==> src/rtl/mul_ctrl_pkg.sv <==
// mul_ctrl_pkg: shared encodings and result-slice helper for mul_ctrl
//   REG_BUS      : data path width (64)
//   MULOP_*      : in_op encodings (funct3[1:0])
//   mulc_state_t : sequencer states IDLE/RUN/DONE/DRAIN
//   mul_sel_result: picks and extends the architectural result from the 128-bit product
package mul_ctrl_pkg;
    localparam int REG_BUS = 64;
    localparam logic [1:0] MULOP_MUL    = 2'b00;
    localparam logic [1:0] MULOP_MULH   = 2'b01;
    localparam logic [1:0] MULOP_MULHSU = 2'b10;
    localparam logic [1:0] MULOP_MULHU  = 2'b11;
    typedef enum logic [1:0] {
        MULC_IDLE,
        MULC_RUN,
        MULC_DONE,
        MULC_DRAIN
    } mulc_state_t;
    function automatic logic [REG_BUS-1:0] mul_sel_result(
        input logic [1:0]           op,
        input logic                 word,
        input logic [2*REG_BUS-1:0] res
    );
        return word ? {{32{res[31]}}, res[31:0]} :
               (op == MULOP_MUL) ? res[REG_BUS-1:0] : res[2*REG_BUS-1:REG_BUS];
    endfunction
endpackage

==> src/rtl/mul_ctrl.sv <==
// mul_ctrl: sequencer between EXE and the radix-4 Booth multiplier (booth2_mul)
//   in_*  : op request handshake (in_valid/in_ready), op, MULW flag, operands
//   flush : kills the op in flight (priority over accept and out_ready)
//   out_* : result handshake (out_valid/out_ready), 64-bit result
//   mul_* : multiplier interface (level valid, signs, registered operands, ready, product)
//   mul_err: sticky watchdog error, cleared only by rst
// Optional feature: define MUL_ZERO_BYPASS_EN to complete ops with a zero operand in one
// cycle without starting the multiplier.
module mul_ctrl
    import mul_ctrl_pkg::*;
#(
    parameter int WDOG_CYCLES = 40
) (
    input  logic                 clk,
    input  logic                 rst,
    input  logic                 in_valid,
    output logic                 in_ready,
    input  logic [1:0]           in_op,
    input  logic                 in_word,
    input  logic [REG_BUS-1:0]   in_rs1,
    input  logic [REG_BUS-1:0]   in_rs2,
    input  logic                 flush,
    output logic                 out_valid,
    input  logic                 out_ready,
    output logic [REG_BUS-1:0]   out_data,
    output logic                 mul_valid,
    output logic                 mul_rs1_sign,
    output logic                 mul_rs2_sign,
    output logic [REG_BUS-1:0]   mul_rs1_data,
    output logic [REG_BUS-1:0]   mul_rs2_data,
    input  logic                 mul_ready,
    input  logic [2*REG_BUS-1:0] mul_result,
    output logic                 mul_err
);
    localparam int WDW = $clog2(WDOG_CYCLES + 1);

    mulc_state_t        r_state, w_next;
    logic [1:0]         r_op;
    logic               r_word, r_s1, r_s2, r_err;
    logic [REG_BUS-1:0] r_rs1, r_rs2, r_out;
    logic [WDW-1:0]     r_wdog;
    logic [REG_BUS-1:0] w_rs1_eff, w_rs2_eff;
    logic               w_accept, w_zero, w_busy, w_wdog_hit, w_capture;

    assign w_rs1_eff = in_word ? {32'b0, in_rs1[31:0]} : in_rs1;
    assign w_rs2_eff = in_word ? {32'b0, in_rs2[31:0]} : in_rs2;
`ifdef MUL_ZERO_BYPASS_EN
    assign w_zero = ~|w_rs1_eff | ~|w_rs2_eff;
`else
    assign w_zero = 1'b0;
`endif
    assign w_busy     = (r_state == MULC_RUN) | (r_state == MULC_DRAIN);
    // a late mul_ready on the limit cycle still counts as a normal finish
    assign w_wdog_hit = w_busy & ~mul_ready & (r_wdog >= WDW'(WDOG_CYCLES - 1));
    assign in_ready   = ~flush & ((r_state == MULC_IDLE) | ((r_state == MULC_DONE) & out_ready));
    assign w_accept   = in_valid & in_ready;
    assign w_capture  = (r_state == MULC_RUN) & mul_ready & ~flush;

    always_comb begin
        w_next = r_state;
        case (r_state)
            MULC_IDLE:  w_next = w_accept ? (w_zero ? MULC_DONE : MULC_RUN) : MULC_IDLE;
            MULC_RUN:   w_next = w_wdog_hit ? MULC_IDLE :
                                 flush      ? (mul_ready ? MULC_IDLE : MULC_DRAIN) :
                                 mul_ready  ? MULC_DONE : MULC_RUN;
            MULC_DONE:  w_next = w_accept ? (w_zero ? MULC_DONE : MULC_RUN) :
                                 (flush | out_ready) ? MULC_IDLE : MULC_DONE;
            MULC_DRAIN: w_next = (mul_ready | w_wdog_hit) ? MULC_IDLE : MULC_DRAIN;
            default:    w_next = MULC_IDLE;
        endcase
    end

    always_ff @(posedge clk or posedge rst) begin
        if (rst) begin
            r_state <= MULC_IDLE;
            r_op    <= '0;
            r_word  <= 1'b0;
            r_s1    <= 1'b0;
            r_s2    <= 1'b0;
            r_rs1   <= '0;
            r_rs2   <= '0;
            r_out   <= '0;
            r_wdog  <= '0;
            r_err   <= 1'b0;
        end else begin
            r_state <= w_next;
            // counts only consecutive RUN/DRAIN cycles of one op; DONE->RUN restarts at 0
            r_wdog  <= (w_busy & ((w_next == MULC_RUN) | (w_next == MULC_DRAIN))) ? r_wdog + WDW'(1) : '0;
            r_err   <= r_err | w_wdog_hit;
            if (w_accept) begin
                r_op   <= in_op;
                r_word <= in_word;
                r_rs1  <= w_rs1_eff;
                r_rs2  <= w_rs2_eff;
                r_s1   <= ~in_word & in_rs1[REG_BUS-1] & ((in_op == MULOP_MULH) | (in_op == MULOP_MULHSU));
                r_s2   <= ~in_word & in_rs2[REG_BUS-1] & (in_op == MULOP_MULH);
            end
            if (w_capture)
                r_out <= mul_sel_result(r_op, r_word, mul_result);
            else if (w_accept & w_zero)
                r_out <= '0;
        end
    end

    assign out_valid    = r_state == MULC_DONE;
    assign out_data     = r_out;
    assign mul_valid    = w_busy;
    assign mul_rs1_sign = r_s1;
    assign mul_rs2_sign = r_s2;
    assign mul_rs1_data = r_rs1;
    assign mul_rs2_data = r_rs2;
    assign mul_err      = r_err;
endmodule
==> config.mk <==
export PLATFORM = sky130hd
export DESIGN_NAME = mul_ctrl
export DESIGN_NICKNAME = d
export VERILOG_FILES = /design/src/rtl/mul_ctrl_pkg.sv /design/src/rtl/mul_ctrl.sv
export SDC_FILE = /design/constraint.sdc
export NUM_CORES = 1
export LEC_CHECK = 0
export ABC_CLOCK_PERIOD_IN_PS = 7750
export CORE_AREA = 2 2 182 184
export DETAILED_ROUTE_END_ITERATION = 6
export DIE_AREA = 0 0 184 186
export PLACE_DENSITY = 0.66
export SYNTH_ARGS = -nofsm -noshare
export SYNTH_HDL_FRONTEND = slang
export SYNTH_SLANG_ARGS = --single-unit
==> constraint.sdc <==
create_clock -name clk -period 7.75 [get_ports clk]
set_input_delay 1.55 -clock clk [delete_from_list [all_inputs] [get_ports clk]]
set_output_delay 1.55 -clock clk [all_outputs]
set_load 0.01 [all_outputs]
=== Word level (Yosys, flattened, before mapping) ===
Cells that the tools add are included.

* Bits in registers: 206
* Bits in latches: 0
* Bits in writable memories: 0
* Memory bits (read-only): 0
* Bits of input ports: 265
* Output and inout port bits: 198
* Memories kept: 0

* Add/subtract/negate cells: 1
* Multiply operators: 0
* Div/mod/pow operators: 0
* $lt $le $gt $ge: 1
* Equal/unequal tests: 7
* Shift operators: 0
* Mux-type cells: 14
* Bitwise logic cells: 22
* Reductions and logical operators: 2

{| class="wikitable"
|+ Operators with widths
! kind !! number
|-
| $mux W64 || 4
|-
| $mux W2 || 7
|-
| $and A1 B1 Y1 || 12
|-
| $eq A2 B2 Y1 const B || 4
|-
| $pmux W2 S4 || 1
|-
| $or A1 B1 Y1 || 7
|-
| $add A6 B1 Y6 const B || 1
|-
| $eq A2 B1 Y1 const B || 3
|-
| $ge A6 B6 Y1 const B || 1
|-
| $mux W6 || 1
|-
| $logic_not A2 Y1 || 2
|-
| $not A1 Y1 || 3
|-
| $mux W1 || 1
|}

=== Logic depth before layout (Yosys ltp) ===
* Word-level depth: 11
* Gate-level depth with buffers: 7
* Gate-level depth less buffers: 5

=== Least setup slack after synthesis ===
No wires, ideal clock.

* Path kind: input to output
* Start: input port out_ready
* End: output port in_ready
* Data arrival time: 1.950 ns
* Slack: 4.250 ns
* Cell stages on the path: 2
* Cell sequence: inv_2 -> a211oi_1

* Cells in the longest elaborated chain, start to end: 3

{| class="wikitable"
|+ Ends and longest elaborated chain
! what !! line !! text
|-
| from (decl) || mul_ctrl.sv:24 || <nowiki>input logic out_ready,</nowiki>
|-
| $and A1 B1 Y1 || mul_ctrl.sv:55 || <nowiki>assign in_ready = ~flush & ((r_state == MULC_IDLE) | ((r_state == MULC_DONE) & out_ready));</nowiki>
|-
| $or A1 B1 Y1 || mul_ctrl.sv:55 ||
|-
| $and A1 B1 Y1 || mul_ctrl.sv:55 ||
|-
| to (decl) || mul_ctrl.sv:17 || <nowiki>output logic in_ready,</nowiki>
|}

Every way passes these cells.

=== Worst setup path in the final report ===
Same ends and word-level chain as after synthesis.

==> run metrics <==
status=finished, final reports clean; EDFF count, synth=0; clock tree buffer depth=3; clock root cell=clkbuf_16; synthesized area=between 8000 and 9000 µm²; synth warn=0; register-to-register setup slack=5.34 ns; Hold EP=mul_err; Clock Skews=about 0.0074 ns; CP endpoint kind=output pin; CP Data Arrival Time=2.93 ns; die footprint=~34000 µm²; Max Slew Vio Count=0; Tcrit/Tclk final=~58%; DR vias/cell=between 4 and 5; most used cell, CP=clkdlybuf4s50_1; relative slew slack=~32%; hpwl dp=~21000 µm; CTS Buf Count=26; Max FO, Critical Path=3; die outline height=186 µm; Resize count post-CTS=0; Post-synth ARST share=100%; Post-DRT Antenna Nets=0; slowest cell delay on critical path=between 0.5 and 0.6 ns; Reg2Reg Depth=3; CTS tree=built; top post-synthesis cells by area=dfrtp_1 (57%), mux2_2 (9.3%), mux2_1 (7.4%); Crit Path Category=in2out; share of cells above drive strength 1=between 10% and 20%; syn nets=between 900 and 1000; Power Dens Cells=approximately 310 nW/µm²; setup_tns=0 ns; crit-path cells=clkdlybuf4s50_1, inv_2, a211oi_1, clkdlybuf4s50_1; Yosys reg bits=between 200 and 250; CP max stage cell=clkdlybuf4s50_1; static leakage=between 6 and 7 nW; final hold viol count=0; Worst Hold Launch=mul_err; Die Wd=between 150 and 200 µm; reg-to-reg endpoint=mul_rs1_data[53]; H-tree depth=1; DRC viols=0; Core Area=roughly 32000 µm²; vias in the first global route=around 7400; hold buffers post-CTS=0; Synth top area share=about 57%; r2r startpoint=r_state[0]; initial DRC count=approximately 240; Via Count=a little over 7000; Area Growth Syn to Fin=65.1%; WL final=roughly 29000 µm; final instance area=~15000 µm²; Setup-failing EPs final=0; Critical Path Source Type=primary input; Post-CTS Setup Inserts=0; RSZ-0062 raised after global routing=false; GRT overflow=0; fin util=between 40% and 50%; fin nets=around 1400; Synth Flop Type=dfrtp_1; I/O pin count=463; num rows=between 60 and 70; Hold Path Class=reg2reg; Tmin final=about 4.5 ns; Max-Cap Viols=0; routability cong.=0.801; I/O Buffers=~460; Slew @ Worst Pin=approximately 1.0 ns; hold depth=1; synthesized area per cell=~12 µm²; Sink Count=between 200 and 250; Gate Count Post-Synth=730; maximum vdd drop=around 0.18 mV; largest area contributor in the netlist=dfrtp_1; register area share after synthesis=57.3%; drt wl/cell=18.0 µm; initial antenna violation count=2; WP data required=6.20 ns; clock insertion delay at the later pin of the skew report=roughly 0.53 ns; Max Freq=~0.22 GHz; Clk pin slew, worst setup/hold paths=~0.060 ns; Area after DPL=between 10000 and 15000 µm²; Initial Util=around 28%; first-pass GRT wire length=between 40000 and 50000 µm; largest net degree at the start of global routing=137; WHS=~0.46 ns; Tot GR Track Use=~16%; Filler cells=about 3000; DR pass1 iterations=4; Yosys cell types=32
-- kinds of logic (layout without fill, tap and decap cells) --
family | after synthesis | in the layout | synth area share (%)
AOI/OAI and AO/OA | 141 | 141 | 10.2
xor gates and xnor gates | 3 | 3 | 0.292
adders and majority gates | 4 | 4 | 0.557
buffers and inverters | 64 | 525 | 3.09
DFF | 206 | 206 | 57.3
muxes | 165 | 165 | 20.2
other | 0 | 2 | 0
and+or+nand+nor | 147 | 147 | 8.31
-- how the worst max path moves through the flow --
stage	startpoint	to	slack (ns)	depth (start not counted)
2_1_floorplan	rst	mul_err	0.58	1
3_3_place_gp	out_ready	in_ready	3.26	4
3_5_place_dp	out_ready	in_ready	3.26	4
4_1_cts	out_ready	in_ready	3.26	4
5_1_grt	out_ready	in_ready	3.24	4
6_report	out_ready	in_ready	3.27	4
-- placed cells by master (no fill, tap or decap), types with 32 or more instances in the layout --
cell type        instances
a211oi_1                35
clkdlybuf4s50_1        461
dfrtp_1                206
mux2_1                  59
mux2_2                  74
mux2i_1                 32
nand2_1                 65
nor2b_1                 66
o21a_1                  33
o21ai_0                 65
-- power by group --
part	internal [mW]	switching (mW)	total (mW)	leakage [nW]
logic	1.04	0.765	1.80	3.29
registers	1.45	0.195	1.64	2.56
clock network	0.723	0.464	1.19	0.424
total	3.21	1.42	4.63	6.27
-- area by class of cell --
| cell class | count | area [µm²] | area share [%] |
|---|---|---|---|
| clock buffers | 38 | 777 | 5.24 |
| repair buffers | 471 | 4700 | 31.7 |
| well taps | 408 | 510 | 3.44 |
| flip-flops and latches | 206 | 5150 | 34.7 |
| diodes | 2 | 5.00 | 0.0337 |
| inverters | 8 | 37.5 | 0.253 |
| multi-input cells | 460 | 3590 | 24.2 |
| clock inverters | 8 | 68.8 | 0.464 |
-- critical path: cells and delay by family --
kind                   cells  cell delay (ns)
buffers and inverters      3             1.15
AOI/OAI and AO/OA          1             0.23
-- synthesized netlist by cell type (all sizes together) (2+ instances only) --
cell / count
dfrtp: 206
mux2: 133
nor2b: 66
o21ai: 66
nand2: 65
clkbuf: 37
a211oi: 35
o21a: 33
mux2i: 32
buf: 19
inv: 8
ha: 4
nor3: 4
nand3: 3
nor2: 3
a21o: 2
nand2b: 2
o21bai: 2
xor2: 2
-- layer usage --
metal	wire (µm)	GRT usage (%)	up-vias	part of all wire, %
met5	0	0	-	0
met4	632	4.74	0	2.2
met3	2270	4.81	48	7.9
met2	14300	27.6	250	50
met1	11600	19.2	3533	40
li1	-	-	3431	-
-- registers in the layout, indices dropped and copies added, names as in the netlist --
name and flops:
r_op 2, mul_err 1, r_state 2, mul_rs2_sign 1, out_data 64, mul_rs1_sign 1
r_wdog 6, r_word 1, mul_rs2_data 64, mul_rs1_data 64
-- through the flow --
step / instances / setup slack, ns / power [mW]
after detailed placement: 1553 / 3.26 / 3.49
after CTS: 1599 / 3.26 / 4.71
after floorplan: 730 / 0.576 / 2.38
after global routing: 1600 / 3.24 / 4.90
after global placement: 1553 / 3.26 / 3.45
final: 1601 / 3.27 / 4.63
Note: power is estimated with default switching activity, not from simulation.
